**config.mk**
```make
export PLATFORM = sky130hd
export DESIGN_NAME = filter_buf_loader_flat
export DESIGN_NICKNAME = d
export VERILOG_FILES = /design/src/rtl/filter_buf_loader_if.sv /design/src/rtl/filter_buf_loader.sv /design/src/flat_wrapper.sv
export SDC_FILE = /design/constraint.sdc
export NUM_CORES = 1
export LEC_CHECK = 0
export CORE_MARGIN = 2
export CORE_UTILIZATION = 30
export DETAILED_ROUTE_END_ITERATION = 10
export PLACE_DENSITY = 0.52
export SLEW_MARGIN = 30
export SYNTH_ARGS = -nofsm -noshare
export SYNTH_HDL_FRONTEND = slang
export SYNTH_SLANG_ARGS = --single-unit
```
**constraint.sdc**
```tcl
create_clock -name clk -period 4.32 [get_ports clk]
set_input_delay 0.864 -clock clk [delete_from_list [all_inputs] [get_ports clk]]
set_output_delay 0.864 -clock clk [all_outputs]
set_load 0.01 [all_outputs]
```
**src/rtl/filter_buf_loader_if.sv**
```systemverilog
// Memory read port and filter-buffer write port of filter_buf_loader.
// master = loader side, slave = memory / buffer side.
interface filter_buf_loader_if #(
  parameter int W_ADDR    = 32,
  parameter int W_DATA    = 32,
  parameter int W_FB_ADDR = 12
);
  logic                 o_rd_req_valid;
  logic                 i_rd_req_ready;
  logic [W_ADDR-1:0]    o_rd_req_addr;
  logic [W_FB_ADDR:0]   o_rd_req_len;
  logic                 i_rd_data_valid;
  logic [W_DATA-1:0]    i_rd_data;
  logic                 o_rd_data_ready;
  logic                 o_fb_we;
  logic [W_FB_ADDR-1:0] o_fb_addr;
  logic [W_DATA-1:0]    o_fb_wdata;

  modport master (
    output o_rd_req_valid, o_rd_req_addr, o_rd_req_len, o_rd_data_ready,
    output o_fb_we, o_fb_addr, o_fb_wdata,
    input  i_rd_req_ready, i_rd_data_valid, i_rd_data
  );

  modport slave (
    input  o_rd_req_valid, o_rd_req_addr, o_rd_req_len, o_rd_data_ready,
    input  o_fb_we, o_fb_addr, o_fb_wdata,
    output i_rd_req_ready, i_rd_data_valid, i_rd_data
  );
endinterface

```
**src/rtl/filter_buf_loader.sv**
```systemverilog
// Loads one tiled output channel of weights from memory into the filter buffer, then
// raises the channel-sync done. Optional sticky error flag under FBL_ERR_CHECK_EN.
module filter_buf_loader #(
  parameter int W_CHANNEL    = 8,
  parameter int W_ADDR       = 32,
  parameter int W_DATA       = 32,
  parameter int W_FB_ADDR    = 12,
  parameter int KERNEL_WORDS = 9
) (
  input  logic                 clk,
  input  logic                 rstn,
  input  logic [W_CHANNEL-1:0] q_channel,
  input  logic [W_ADDR-1:0]    q_filter_base,
  input  logic                 i_load_req,
  input  logic [W_CHANNEL-1:0] i_chn_out,
  input  logic                 i_csync_run,
  filter_buf_loader_if.master  mem,
  output logic                 o_csync_done,
  output logic                 o_busy
`ifdef FBL_ERR_CHECK_EN
  ,
  output logic                 o_err
`endif
);
  localparam int WL = W_FB_ADDR + 1;

  typedef enum logic [1:0] {IDLE, REQ, RECV, DONE} state_t;

  state_t            state, state_nx;
  logic [WL-1:0]     tile_words, len_q, wr_cnt;
  logic [W_ADDR-1:0] burst_addr, addr_q;
  logic              capture, beat, last_beat;

  assign tile_words = WL'(q_channel) * WL'(KERNEL_WORDS);
  assign burst_addr = q_filter_base
                    + W_ADDR'(i_chn_out) * W_ADDR'(tile_words) * W_ADDR'(W_DATA / 8);

  assign capture   = (state == IDLE) && i_load_req;
  assign beat      = (state == RECV) && mem.i_rd_data_valid;
  assign last_beat = beat && (wr_cnt == len_q - WL'(1));

  always_ff @(posedge clk or negedge rstn) begin
    if (!rstn) state <= IDLE;
    else       state <= state_nx;
  end

  always_comb begin
    state_nx = state;
    case (state)
      IDLE: if (i_load_req)          state_nx = (tile_words == '0) ? DONE : REQ;
      REQ:  if (mem.i_rd_req_ready)  state_nx = RECV;
      RECV: if (last_beat)           state_nx = DONE;
      DONE: if (!i_csync_run)        state_nx = IDLE;
      default:                       state_nx = IDLE;
    endcase
  end

  always_comb begin
    mem.o_rd_req_valid  = (state == REQ);
    mem.o_rd_data_ready = (state == RECV);
    o_csync_done        = (state == DONE);
    o_busy              = (state != IDLE);
  end

  assign mem.o_rd_req_addr = addr_q;
  assign mem.o_rd_req_len  = len_q;

  // Beat index doubles as buffer address; the top bit only matters for
  // oversized tiles, where the buffer address wraps.
  always_ff @(posedge clk or negedge rstn) begin
    if (!rstn) begin
      addr_q         <= '0;
      len_q          <= '0;
      wr_cnt         <= '0;
      mem.o_fb_we    <= 1'b0;
      mem.o_fb_addr  <= '0;
      mem.o_fb_wdata <= '0;
    end else begin
      mem.o_fb_we <= beat;
      if (capture) begin
        addr_q <= burst_addr;
        len_q  <= tile_words;
        wr_cnt <= '0;
      end else if (beat) begin
        wr_cnt <= wr_cnt + WL'(1);
      end
      if (beat) begin
        mem.o_fb_addr  <= wr_cnt[W_FB_ADDR-1:0];
        mem.o_fb_wdata <= mem.i_rd_data;
      end
    end
  end

`ifdef FBL_ERR_CHECK_EN
  localparam logic [WL-1:0] FB_CAP = {1'b1, {W_FB_ADDR{1'b0}}};

  always_ff @(posedge clk or negedge rstn) begin
    if (!rstn)
      o_err <= 1'b0;
    else if (i_load_req && ((state != IDLE) || (tile_words > FB_CAP)))
      o_err <= 1'b1;
  end
`endif
endmodule

```
**src/flat_wrapper.sv**
```systemverilog
// flat-port wrapper written by rule: the top's interface ports become plain ports
module filter_buf_loader_flat 
#(
  parameter int W_CHANNEL    = 8,
  parameter int W_ADDR       = 32,
  parameter int W_DATA       = 32,
  parameter int W_FB_ADDR    = 12,
  parameter int KERNEL_WORDS = 9
)
  (clk, rstn, q_channel, q_filter_base, i_load_req, i_chn_out, i_csync_run, o_csync_done, o_busy, mem_o_rd_req_valid, mem_o_rd_req_addr, mem_o_rd_req_len, mem_o_rd_data_ready, mem_o_fb_we, mem_o_fb_addr, mem_o_fb_wdata, mem_i_rd_req_ready, mem_i_rd_data_valid, mem_i_rd_data);
  filter_buf_loader_if #(.W_ADDR(W_ADDR), .W_DATA(W_DATA), .W_FB_ADDR(W_FB_ADDR)) mem_i ();
  input  logic clk;
  input  logic rstn;
  input  logic [W_CHANNEL-1:0] q_channel;
  input  logic [W_ADDR-1:0] q_filter_base;
  input  logic i_load_req;
  input  logic [W_CHANNEL-1:0] i_chn_out;
  input  logic i_csync_run;
  output logic o_csync_done;
  output logic o_busy;
  output wire logic [$bits(mem_i.o_rd_req_valid)-1:0] mem_o_rd_req_valid;
  output wire logic [$bits(mem_i.o_rd_req_addr)-1:0] mem_o_rd_req_addr;
  output wire logic [$bits(mem_i.o_rd_req_len)-1:0] mem_o_rd_req_len;
  output wire logic [$bits(mem_i.o_rd_data_ready)-1:0] mem_o_rd_data_ready;
  output wire logic [$bits(mem_i.o_fb_we)-1:0] mem_o_fb_we;
  output wire logic [$bits(mem_i.o_fb_addr)-1:0] mem_o_fb_addr;
  output wire logic [$bits(mem_i.o_fb_wdata)-1:0] mem_o_fb_wdata;
  input wire logic [$bits(mem_i.i_rd_req_ready)-1:0] mem_i_rd_req_ready;
  input wire logic [$bits(mem_i.i_rd_data_valid)-1:0] mem_i_rd_data_valid;
  input wire logic [$bits(mem_i.i_rd_data)-1:0] mem_i_rd_data;
  assign mem_o_rd_req_valid = mem_i.o_rd_req_valid;
  assign mem_o_rd_req_addr = mem_i.o_rd_req_addr;
  assign mem_o_rd_req_len = mem_i.o_rd_req_len;
  assign mem_o_rd_data_ready = mem_i.o_rd_data_ready;
  assign mem_o_fb_we = mem_i.o_fb_we;
  assign mem_o_fb_addr = mem_i.o_fb_addr;
  assign mem_o_fb_wdata = mem_i.o_fb_wdata;
  assign mem_i.i_rd_req_ready = mem_i_rd_req_ready;
  assign mem_i.i_rd_data_valid = mem_i_rd_data_valid;
  assign mem_i.i_rd_data = mem_i_rd_data;
  filter_buf_loader #(.W_CHANNEL(W_CHANNEL), .W_ADDR(W_ADDR), .W_DATA(W_DATA), .W_FB_ADDR(W_FB_ADDR), .KERNEL_WORDS(KERNEL_WORDS)) u_core (.clk(clk), .rstn(rstn), .q_channel(q_channel), .q_filter_base(q_filter_base), .i_load_req(i_load_req), .i_chn_out(i_chn_out), .i_csync_run(i_csync_run), .mem(mem_i), .o_csync_done(o_csync_done), .o_busy(o_busy));
endmodule
```
# [After elaboration in Yosys (flattened, before gate mapping)]
# Cells that the tools add are included.
[classes] mul=2 eq_ne=8 n_addsub=3 muxes=8 reduce_logical=8
[op_table] op="$add 32x23->32" n=1
[op_table] op="$mux 13" n=2
[op_table] op="$mul 8x12->20" n=1
[op_table] op="$add 13x1->13 const B" n=1
[op_table] op="$eq 13x13->1" n=1
[op_table] op="$logic_not 13->1" n=1
[op_table] op="$sub 12x1->13 const B" n=1
[op_table] op="$mul 8x4->12 const B" n=1
[op_table] op="$mux 2" n=5
[op_table] op="$pmux 2 s4" n=1
[op_table] op="$eq 2x2->1 const B" n=2
[op_table] op="$ne 2x1->1 const B" n=2
[op_table] op="$ne 2x2->1 const B" n=2
[op_table] op="$reduce_and 4->1" n=1
[op_table] op="$reduce_bool 2->1" n=2
[op_table] op="$logic_and 1x1->1" n=3
[op_table] op="$eq 2x1->1 const B" n=1
[op_table] op="$logic_not 2->1" n=1
[word_totals] in_bits=86 register_bits=104

# [Longest topological paths before layout]
[logic_depth] word_depth=5 depth_mapped=32 mapped_depth_nobuf=32

# [Worst setup path after synthesis]
# Ideal clock, no wire load.
[synth_timing] path_kind="input to register" from="input port q_channel[1]" to="register u_core.addr_q[31] (netlist: u_core.mem.o_rd_req_addr[31])" path_slack_ns=-3.396 arrival_ns=7.647 setup_ns=0.069 path_buffers=0 stages=28 required_ns=4.251 cell_sequence="ha_1 ha_1 fa_1 a21o_1 a21oi_1 nor2b_1 o21a_1 xnor2_1 nor2b_1 fa_1 fa_1 fa_1 inv_1 fa_1 inv_1 ha_1 o21a_1 o21ai_0 o21bai_1 a21oi_1 xnor2_1 ha_1 nand2_1 o21ai_0 nor3b_1 a211o_1 or4_1 nand3_1"
[synth_between] elab_chain_cells=3
[synth_lines] item="from (decl)" line_no="flat_wrapper.sv:14" source="input logic [W_CHANNEL-1:0] q_channel;"
[synth_lines] item="$mul 8x4->12" line_no="filter_buf_loader.sv:34" source="assign tile_words = WL'(q_channel) * WL'(KERNEL_WORDS);"
[synth_lines] item="$mul 8x12->20" line_no="filter_buf_loader.sv:36" source="+ W_ADDR'(i_chn_out) * W_ADDR'(tile_words) * W_ADDR'(W_DATA / 8);"
[synth_lines] item="$add 32x23->32" line_no="filter_buf_loader.sv:36"
[synth_lines] item="to (signal assigned)" line_no="filter_buf_loader.sv:81" source="addr_q <= burst_addr;"
[synth_lines] item="to (decl)" line_no="filter_buf_loader.sv:31" source="logic [W_ADDR-1:0] burst_addr, addr_q;"
# Every way passes these cells.
# A chain may end at the register's enable or synchronous reset.

# [Worst setup path in the final report]
[layout_timing] from="input port q_channel[1]" to="register u_core.addr_q[30] (netlist: u_core.mem.o_rd_req_addr[30])"
# The elaborated chain is that of the path after synthesis.

==> results.md <==
* Number of DRC violations after detailed routing at 0
* Remaining number of nets flagged by the antenna check after routing at 0
* Number of I/O port buffers at roughly 180
* Starting density of the core at a little under a third
* Post-placement cell area at between 10000 and 15000 sq um
* Number of warnings issued by yosys at 0
* WP buf/inv at 7
* Highest achievable clock rate at around 140 MHz
* Final min period at 7.04 ns
* Transition at the pin with the smallest max-transition slack at roughly 0.80 ns
* Fillcell total at 2900
* Startpoint class of the critical path: input pin
* Data required, critical path at roughly 4.6 ns
* Pre-CTS worst setup slack at -3.62 ns
* Setup repair after global routing missed its margin: true
* Std cell rows at 63
* Final Skew at 0.0158 ns
* Max transition margin at ~47%
* Async set or reset register ratio after synthesis at 100%
* Run status: finished, violations left
* Routed vias at approximately 8300
* Clock transition at path regs at ~0.080 ns
* Prevailing post-synth register cell: sky130_fd_sc_hd__dfrtp_1
* Netlist cell types at 58
* Slowest cell on crit path: sky130_fd_sc_hd__fa_1
* I/O pin count at 180
* Final hold slack at about 0.48 ns
* Flip-flop and latch count after synthesis at ~100
* Largest stage delay on the critical path at around 0.52 ns
* Failing checks: setup timing
* Net count of the finished layout at approximately 1600
* Routed wire length per instance at roughly 15 um
* Post-layout worst setup margin at -2.72 ns
* Largest net degree at the start of global routing at 65
* Initial antenna violation count at 0
* Vias in the first global route at 8674
* Number of sinks on the clock net at 104
* Final RePlAce weighted congestion at ~0.83
* Core ar. at slightly below 30000 sq um
* Fraction of final layout cells with drive strength greater than 1 at between 20% and 30%
* Crit path arrival time at ~7.3 ns
* Maximum net fanout on the critical path at 5
* Sequential fraction of the synthesis area at roughly 29%
* Root Buffer: sky130_fd_sc_hd__clkbuf_16
* Critical path class: in2reg
* Type of element capturing the critical path: flip-flop
* Number of nets produced by synthesis at 1301
* Relative area change from synthesis to final layout at 52.4%
* Post-detail-place hpwl at just over 20000 um
* Cell count after synthesis at ~1100
* Die Footprint at between 30000 and 40000 sq um
* Number of enable-type register cells in the synthesized netlist at 0
* Netlist area before placement at between 9000 and 10000 sq um
* First-pass detailed-route iteration total at 4
* Post-route cell area at 13800 sq um
* Post-detailed-route via-to-cell ratio at around 4.6
* Number of DRC markers after the initial detailed-route iteration at approximately 280
* CP delay by family, top: adder cells
* Class of the tightest hold or removal check: reg2reg
* Final standard cell utilization of the core at about 47%
* Max-cap violation count at 0
* Synthesized area per cell at between 8 and 9 sq um
* Overall Global Routing Usage at ~17%
* Die Span Y at 178 um
* Total inserted antenna cells at 0
* Final clock period utilization by the worst path at 163%
* Global-route wire length before repair at 43100 um
* Final count of negative-setup-slack endpoints at 25
* Clk Latency, worst-skew pair at 0.35 ns
* Hold Violations, Final at 0
* H-tree levels at 3
* Final Routed Wirelength at around 26000 um
* CTS tree: yes
* Worst-case clock buffer depth at 2
* Grt ovf at 0
* Max Transition Viols Final at 0
* CTS Buf Count at 9
* Floorplan die width at approximately 180 um
==> synthesized netlist by cell type, drive strengths merged, types with 3 or more instances <==
library cell / number / area, sq um
nand2: 280 / 1050
dfrtp: 104 / 2600
inv: 95 / 357
ha: 79 / 988
fa: 62 / 1240
and2: 59 / 369
o21ai: 55 / 275
a21oi: 47 / 235
nor2: 37 / 139
xnor2: 35 / 307
clkbuf: 32 / 121
xor2: 28 / 245
nor3: 14 / 75.1
a21o: 13 / 97.6
nand3: 13 / 65.1
a211oi: 9 / 67.6
buf: 9 / 46.3
and3: 8 / 50.1
nor2b: 8 / 50.1
o211ai: 8 / 65.1
o21a: 8 / 60.1
o21bai: 8 / 60.1
nand2b: 6 / 37.5
nand4: 6 / 37.5
or3: 6 / 42.5
nor4b: 5 / 50.0
nor4: 4 / 40.0
or2: 4 / 25.0
or4: 4 / 33.8
a211o: 3 / 27.5
mux2: 3 / 33.8
==> stage by stage <==
step	TNS, ns	instances
after detailed placement	-77.46	1742
after floorplan	-51.73	1074
after global placement	-76.52	1742
final	-54.43	1790
after CTS	-52.98	1781
after global routing	-58.96	1790
==> metal layers <==
metal / track usage [%] / wire, um / vias to the layer above
li1: - / - / 4142
met1: 21.8 / 11600 / 3970
met2: 30.7 / 13200 / 170
met3: 2.74 / 1480 / 9
met4: 2.39 / 117 / 0
met5: 0 / 0 / -
==> path summary, 6_finish.rpt <==
check                                      startpoint                           end  slack (ns)  depth (start not counted)
setup reg to reg           u_core.mem.o_rd_req_len[5]               u_core.state[1]        1.79                          8
setup / recovery                         q_channel[1]  u_core.mem.o_rd_req_addr[30]       -2.72                         32
min in group asynchronous                        rstn       u_core.mem.o_fb_addr[9]        0.51                          1
hold / removal               u_core.mem.o_fb_wdata[0]      u_core.mem.o_fb_wdata[0]        0.48                          2
hold reg to reg              u_core.mem.o_fb_wdata[0]      u_core.mem.o_fb_wdata[0]        0.48                          2
max in group asynchronous                        rstn      u_core.mem.o_fb_wdata[6]        3.06                          2
==> cell type report <==
| class | instances | area (sq um) | area share (%) |
|---|---|---|---|
| inverter | 95 | 357 | 2.58 |
| sequential | 104 | 2600 | 18.8 |
| timing repair buffer | 351 | 3180 | 23.0 |
| multi-input combinational | 834 | 6890 | 49.9 |
| clock buffer | 10 | 229 | 1.66 |
| clock inverter | 6 | 75.1 | 0.543 |
| tap | 390 | 488 | 3.53 |
==> cell families (layout without fill, tap and decap cells) <==
| kind of cell | Yosys count | after routing | share of synthesized area [%] |
|---|---|---|---|
| and+or+nand+nor | 460 | 460 | 23.3 |
| AOI/OAI and AO/OA | 164 | 164 | 11.0 |
| adders and majority gates | 141 | 141 | 24.6 |
| buffers and inverters | 136 | 462 | 5.78 |
| DFF | 104 | 104 | 28.7 |
| xor gates and xnor gates | 63 | 63 | 6.08 |
| muxes | 5 | 5 | 0.593 |
| other | 1 | 1 | 0.0413 |
==> state kept, by name (all words and copies together), names as in the netlist <==
| signal | cells |
|---|---|
| u_core.mem.o_rd_req_len | 12 |
| u_core.state | 2 |
| u_core.mem.o_fb_we | 1 |
| u_core.mem.o_fb_addr | 12 |
| u_core.mem.o_fb_wdata | 32 |
| u_core.wr_cnt | 13 |
| u_core.mem.o_rd_req_addr | 32 |
==> what timing repair did <==
action,4_1_cts,5_1_grt
setup buffers,25,12
resized for setup,148,44
endpoints found under the setup margin,26,26
hold buffers,0,0
pin swaps,97,84
==> worst reg2reg max path, cell delays in order (launching register included) <==
cell	delay (ns)
sky130_fd_sc_hd__dfrtp_1	0.46
sky130_fd_sc_hd__or4_4	0.60
sky130_fd_sc_hd__nor3_2	0.19
sky130_fd_sc_hd__xnor2_1	0.08
sky130_fd_sc_hd__nor4_1	0.27
sky130_fd_sc_hd__o2111ai_1	0.17
sky130_fd_sc_hd__nor4b_2	0.30
sky130_fd_sc_hd__o21bai_1	0.17
sky130_fd_sc_hd__mux2i_1	0.20
==> placed cells by master (no fill, tap or decap), types with 6 or more instances in the layout <==
cell and count:
sky130_fd_sc_hd__nand2_1 270, sky130_fd_sc_hd__clkdlybuf4s50_1 167, sky130_fd_sc_hd__buf_4 144, sky130_fd_sc_hd__dfrtp_1 104, sky130_fd_sc_hd__inv_1 82, sky130_fd_sc_hd__fa_1 61, sky130_fd_sc_hd__and2_1 56, sky130_fd_sc_hd__ha_1 54
sky130_fd_sc_hd__nor2_1 30, sky130_fd_sc_hd__buf_6 30, sky130_fd_sc_hd__a21oi_1 26, sky130_fd_sc_hd__xnor2_1 24, sky130_fd_sc_hd__o21ai_0 24, sky130_fd_sc_hd__ha_4 24, sky130_fd_sc_hd__xor2_1 22, sky130_fd_sc_hd__o21ai_1 22
sky130_fd_sc_hd__inv_2 13, sky130_fd_sc_hd__a21o_1 12, sky130_fd_sc_hd__a21oi_2 12, sky130_fd_sc_hd__nor3_1 11, sky130_fd_sc_hd__a21oi_4 9, sky130_fd_sc_hd__nand3_1 9, sky130_fd_sc_hd__clkbuf_16 9, sky130_fd_sc_hd__xnor2_2 8
sky130_fd_sc_hd__o21a_1 8, sky130_fd_sc_hd__o21ai_2 8, sky130_fd_sc_hd__and3_1 8, sky130_fd_sc_hd__o211ai_1 7, sky130_fd_sc_hd__nand2_2 7, sky130_fd_sc_hd__o21bai_1 6, sky130_fd_sc_hd__nor2b_1 6, sky130_fd_sc_hd__a211oi_1 6
sky130_fd_sc_hd__nand4_1 6
Power is not shown: default switching activity piles up to over one toggle a cycle in this logic, so the estimate is an artifact.
